--- src/rtl/cache_pkg.sv ---
// Shared definitions for the direct-mapped data cache and its refill controller.
// Address split (byte address): [1:0] byte, [3:2] word in line, [5:4] set, [31:6] tag.
package cache_pkg;

  localparam int DATA_W       = 32;
  localparam int LINE_WORDS_C = 4;

  localparam int WORD_OFF_LSB = 2;
  localparam int LINE_OFF_MSB = 3;
  localparam int SET_LSB      = 4;
  localparam int SET_BITS     = 2;
  localparam int TAG_LSB      = 6;
  localparam int TAG_BITS     = 26;

  typedef enum logic [1:0] {
    IDLE = 2'd0,
    REQ  = 2'd1,
    WAIT = 2'd2,
    FILL = 2'd3
  } refill_state_t;

  typedef logic [LINE_WORDS_C-1:0][DATA_W-1:0] line_t;

  // Slot addressed by the refill: fetch-order offset plus running counter, wrapping at 4.
  function automatic logic [1:0] word_idx_f(input logic [1:0] off, input logic [1:0] cnt);
    return off + cnt;
  endfunction

endpackage

--- src/rtl/cache_refill_ctrl.sv ---
// Cache miss refill controller: on a load miss it stalls the pipeline, reads the
// whole 4-word line from data memory one word at a time, then strobes the
// assembled line out on d0..d3 for one cycle.
// Optional build macro: CACHE_CRITICAL_WORD_FIRST_EN -- fetch starts at the
// missing word and the first returned word is forwarded on early_valid/early_data.
module cache_refill_ctrl
  import cache_pkg::*;
#(
  parameter int DATA_WIDTH = 32,
  parameter int ADDR_WIDTH = 32,
  parameter int LINE_WORDS = 4
) (
  input  logic                  clk,
  input  logic                  rst,
  input  logic                  req_valid,
  input  logic [ADDR_WIDTH-1:0] req_addr,
  input  logic                  req_hit,
  output logic                  stall,
  output logic                  busy,
  output logic                  mem_rd_en,
  output logic [ADDR_WIDTH-1:0] mem_addr,
  input  logic [DATA_WIDTH-1:0] mem_rdata,
  input  logic                  mem_rvalid,
  output logic                  fill_valid,
  output logic [ADDR_WIDTH-1:0] fill_addr,
`ifdef CACHE_CRITICAL_WORD_FIRST_EN
  output logic                  early_valid,
  output logic [DATA_WIDTH-1:0] early_data,
`endif
  output logic [DATA_WIDTH-1:0] d0,
  output logic [DATA_WIDTH-1:0] d1,
  output logic [DATA_WIDTH-1:0] d2,
  output logic [DATA_WIDTH-1:0] d3
);

  refill_state_t                 state_q;
  logic [1:0]                    cnt_q;
  logic [1:0]                    off_q;
  logic [ADDR_WIDTH-1:SET_LSB]   base_q;
  logic [DATA_WIDTH-1:0]         buf_q  [LINE_WORDS];
  logic [DATA_WIDTH-1:0]         line_q [LINE_WORDS];
  logic                          mem_rd_en_q;
  logic [ADDR_WIDTH-1:0]         mem_addr_q;
  logic                          fill_valid_q;
  logic [ADDR_WIDTH-1:0]         fill_addr_q;
`ifdef CACHE_CRITICAL_WORD_FIRST_EN
  logic                          early_valid_q;
  logic [DATA_WIDTH-1:0]         early_data_q;
`endif

  logic                          miss_s;
  logic [1:0]                    first_idx_s;
  logic [1:0]                    word_idx_s;
  logic [1:0]                    next_idx_s;
  logic [LINE_OFF_MSB:0]         unused_addr_s;

  assign miss_s        = req_valid & ~req_hit;
  assign unused_addr_s = req_addr[LINE_OFF_MSB:0];

`ifdef CACHE_CRITICAL_WORD_FIRST_EN
  assign first_idx_s = req_addr[LINE_OFF_MSB:WORD_OFF_LSB];
`else
  assign first_idx_s = 2'b00;
`endif

  assign word_idx_s = word_idx_f(off_q, cnt_q);
  assign next_idx_s = word_idx_f(off_q, cnt_q + 2'd1);

  // Refill FSM: counter, line buffer and all registered outputs.
  always_ff @(posedge clk) begin
    if (rst) begin
      state_q      <= IDLE;
      cnt_q        <= 2'd0;
      off_q        <= 2'd0;
      base_q       <= '0;
      mem_rd_en_q  <= 1'b0;
      mem_addr_q   <= '0;
      fill_valid_q <= 1'b0;
      fill_addr_q  <= '0;
      for (int k = 0; k < LINE_WORDS; k++) begin
        buf_q[k]  <= '0;
        line_q[k] <= '0;
      end
`ifdef CACHE_CRITICAL_WORD_FIRST_EN
      early_valid_q <= 1'b0;
      early_data_q  <= '0;
`endif
    end else begin
      // Strobes are single-cycle unless re-armed below.
      mem_rd_en_q  <= 1'b0;
      fill_valid_q <= 1'b0;
`ifdef CACHE_CRITICAL_WORD_FIRST_EN
      early_valid_q <= 1'b0;
`endif
      case (state_q)
        IDLE: begin
          if (miss_s) begin
            base_q      <= req_addr[ADDR_WIDTH-1:SET_LSB];
            off_q       <= first_idx_s;
            cnt_q       <= 2'd0;
            mem_rd_en_q <= 1'b1;
            mem_addr_q  <= {req_addr[ADDR_WIDTH-1:SET_LSB], first_idx_s, 2'b00};
            state_q     <= REQ;
          end
        end
        REQ: begin
          // The read request is on the bus this cycle; any rvalid now is stale.
          state_q <= WAIT;
        end
        WAIT: begin
          if (mem_rvalid) begin
            buf_q[word_idx_s] <= mem_rdata;
`ifdef CACHE_CRITICAL_WORD_FIRST_EN
            if (cnt_q == 2'd0) begin
              early_valid_q <= 1'b1;
              early_data_q  <= mem_rdata;
            end
`endif
            if (cnt_q == 2'd3) begin
              // Publish the complete line; outputs keep it until the next fill.
              for (int k = 0; k < LINE_WORDS; k++) begin
                line_q[k] <= (word_idx_s == 2'(k)) ? mem_rdata : buf_q[k];
              end
              fill_addr_q  <= {base_q, 4'b0000};
              fill_valid_q <= 1'b1;
              state_q      <= FILL;
            end else begin
              cnt_q       <= cnt_q + 2'd1;
              mem_rd_en_q <= 1'b1;
              mem_addr_q  <= {base_q, next_idx_s, 2'b00};
              state_q     <= REQ;
            end
          end
        end
        FILL: begin
          cnt_q   <= 2'd0;
          state_q <= IDLE;
        end
        default: begin
          state_q <= IDLE;
        end
      endcase
    end
  end

  // The combinational miss term stalls the pipeline in the detect cycle itself.
  assign stall      = (state_q != IDLE) | miss_s;
  assign busy       = (state_q != IDLE);
  assign mem_rd_en  = mem_rd_en_q;
  assign mem_addr   = mem_addr_q;
  assign fill_valid = fill_valid_q;
  assign fill_addr  = fill_addr_q;
  assign d0         = line_q[0];
  assign d1         = line_q[1];
  assign d2         = line_q[2];
  assign d3         = line_q[3];
`ifdef CACHE_CRITICAL_WORD_FIRST_EN
  assign early_valid = early_valid_q;
  assign early_data  = early_data_q;
`endif

endmodule

--- config.mk ---
export PLATFORM = sky130hd
export DESIGN_NAME = cache_refill_ctrl
export DESIGN_NICKNAME = d
export VERILOG_FILES = /design/src/rtl/cache_pkg.sv /design/src/rtl/cache_refill_ctrl.sv
export SDC_FILE = /design/constraint.sdc
export NUM_CORES = 1
export LEC_CHECK = 0
export ABC_AREA = 0
export CAP_MARGIN = 5
export CORE_MARGIN = 4
export CORE_UTILIZATION = 40
export DETAILED_ROUTE_END_ITERATION = 6
export DONT_BUFFER_PORTS = 1
export SYNTH_ARGS = -nofsm -noshare
export SYNTH_HDL_FRONTEND = slang
export SYNTH_SLANG_ARGS = --single-unit
--- constraint.sdc ---
create_clock -name clk -period 5.15 [get_ports clk]
set_clock_uncertainty 0.1 [all_clocks]
set_input_delay 0.515 -clock clk [delete_from_list [all_inputs] [get_ports clk]]
set_output_delay 0.515 -clock clk [all_outputs]
set_load 0.03 [all_outputs]
==> impl_metrics.json <==
{
  "startpoint_type": "register",
  "final_util": 0.4484,
  "initial_core_util": 0.4050,
  "layout.nets": 1067,
  "cts.repair.resized": 0,
  "tightest_slew_ns": 1.127,
  "hold_viol_final": 0,
  "cts_tree": "built",
  "die_w_um": 186.7,
  "slew_viol_final": 0,
  "rsz0062_at_grt": "no",
  "detail_route.first_pass.iterations": 4,
  "pre_cts_ws_ns": 2.472,
  "drc": 0,
  "viasPerCell": 5.207,
  "grt_use_total": 0.1669,
  "htree_levels": 2,
  "wl_per_cell_um": 21.12,
  "synth_top_cell_by_area": "edfxtp_1",
  "yosys_warnings": 0,
  "first_global_vias": 7401,
  "netlist_area_um2": 12780,
  "synth_cell_types": 35,
  "grt_max_degree": 97,
  "worstSetupPathType": "reg -> reg",
  "rows": 65,
  "syn_inst": 1015,
  "io_buffers": 0,
  "layout_setup_ws_ns": 2.498,
  "crit_fanout": 96,
  "worstPathRequired_ns": 5.25,
  "die_y_um": 186.7,
  "netlist_top_cells_area": "edfxtp_1, dfxtp_1, mux2i_1",
  "min_period_ns": 2.652,
  "layout-drive-gt1-share": 0.07776,
  "place_inst": 1358,
  "antenna_found_initial": 0,
  "fmax_mhz": 377.1,
  "seq_area_frac_synth": 0.6705,
  "clkSinkCount": 316,
  "ios": 265,
  "ant_nets": 0,
  "ys_seq_elements": 316,
  "cts_buffers": 35,
  "dieArea_um2": 34870,
  "final_common_cell": "edfxtp_1",
  "clk_pin_slew_ns": 0.06,
  "relSlewSlack": 0.2485,
  "wl_mm": 29.95,
  "dp_hpwl_mm": 17.47,
  "grt_pass1_wl_mm": 45.97,
  "grt-ovfl-total": 0,
  "cts_root_buffer": "clkbuf_16",
  "avgSynthCellArea_um2": 12.59,
  "clk_latency_ns": 0.50,
  "areaGrowthSynthToFinish_pct": 10.73,
  "place_congestion": 0.7210,
  "p_per_area_nw_per_um2": 387.6,
  "cap_violations": 0,
  "cp-end-kind": "register",
  "fin_crit_sh": 0.5150,
  "ir_worst_vdd_uv": 247.2,
  "setup_violations": 0,
  "arrival_ns": 2.75,
  "final_cell_mix": "edfxtp_1, and2_1, mux2i_1, nand2_1, nor2_1",
  "status": "completed",
  "timing.setup.tns_ns": 0,
  "netlist.area_leader.share": 0.5264,
  "final_cells": 1418,
  "leakagePower_nw": 5.009,
  "first_iter_violations": 450,
  "diodes": 0,
  "vias": 7383,
  "hold_path_class": "in -> reg",
  "clockBufferDepth": 3,
  "core-area_um2": 31560
}
[path summary, 6_finish.rpt]
kind,start,endpoint,slack (ns),cells past startpoint
worst max-delay path,state_q[0],line_q[1][14],2.50,4
worst min register to register,base_q[7],fill_addr[7],0.37,2
worst max register to register,state_q[0],line_q[1][14],2.50,4
worst min-delay path,req_addr[25],base_q[25],0.05,2
[layer usage]
layer	part of all wire	wire, um	GRT usage	vias up
li1	-	-	-	3499
met1	0.41	12330	0.2099	3587
met2	0.47	14040	0.2732	255
met3	0.10	3012	0.06622	42
met4	0.019	560	0.03925	0
met5	0	0	0	-
[logic make-up after synthesis]
group	synth area share
AO/OA/AOI/OAI	0.04269
adder cells (fa/ha/maj)	0.003917
buffers and inverters	0.03035
flip-flops	0.6705
multiplexers	0.09713
other	0.0002935
AND/OR/NAND/NOR	0.1551
[cells in the mapped netlist]
cell,n
edfxtp_1,224
and2_1,128
mux2i_1,124
nand2_1,117
nor2_1,97
dfxtp_1,92
a21oi_1,60
clkbuf_1,35
nor3_1,29
a211oi_1,28
buf_2,28
buf_4,12
nand2b_1,5
ha_1,4
or2_2,4
buf_1,3
nand3_1,3
nor4_4,3
inv_1,2
inv_2,2
a311oi_1,1
a31oi_1,1
and2b_1,1
and4b_1,1
and4bb_1,1
conb_1,1
nand2_4,1
nand3b_2,1
nand4b_1,1
nand4bb_1,1
nor4b_2,1
o211ai_1,1
o21a_1,1
o21ai_0,1
or4b_1,1
[registers in the layout, indices dropped and copies added (netlist names)]
register    cells
line_q        128
buf_q          96
mem_addr       30
base_q         28
fill_addr      28
cnt_q           2
state_q         2
fill_valid      1
mem_rd_en       1
[stage by stage]
step                power [mW]  instance area, um2  hold WS [ns]
CTS                      5.549               14150       0.02636
floorplan                3.186               12800        0.3448
finish                   5.485               14150       0.04837
detailed placement       3.233               13080        0.3527
global route             5.684               14150       0.02506
global placement         3.229               13080        0.3501
[final cells by class]
class	count	area, um2
clock buffers	48	984.7
repair buffers	15	145.1
fillers	2852	17410
inverters	4	15.01
multi-input cells	622	3872
clock inverters	11	60.06
flip-flops and latches	316	8569
well taps	402	503.0
[report_power, final]
| group | internal (mW) | total [mW] | switching [mW] | leakage (nW) |
|---|---|---|---|---|
| combinational | 0.0705 | 0.205 | 0.134 | 1.43 |
| clock | 1.33 | 2.30 | 0.965 | 0.514 |
| sequential | 2.81 | 2.98 | 0.168 | 3.06 |
[critical path: stages (launching register included)]
cell      delay [ns]
dfxtp_1         0.82
and4b_1         0.32
nand2b_4        0.08
buf_4           0.72
nor2_1          0.14
[repair_timing]
action | 4_1_cts | 5_1_grt
hold buffers | 1 | 0
buffers inserted | 0 | 0
hold endpoints to repair | 91 | 0
Power figures use the tool's default switching activity.
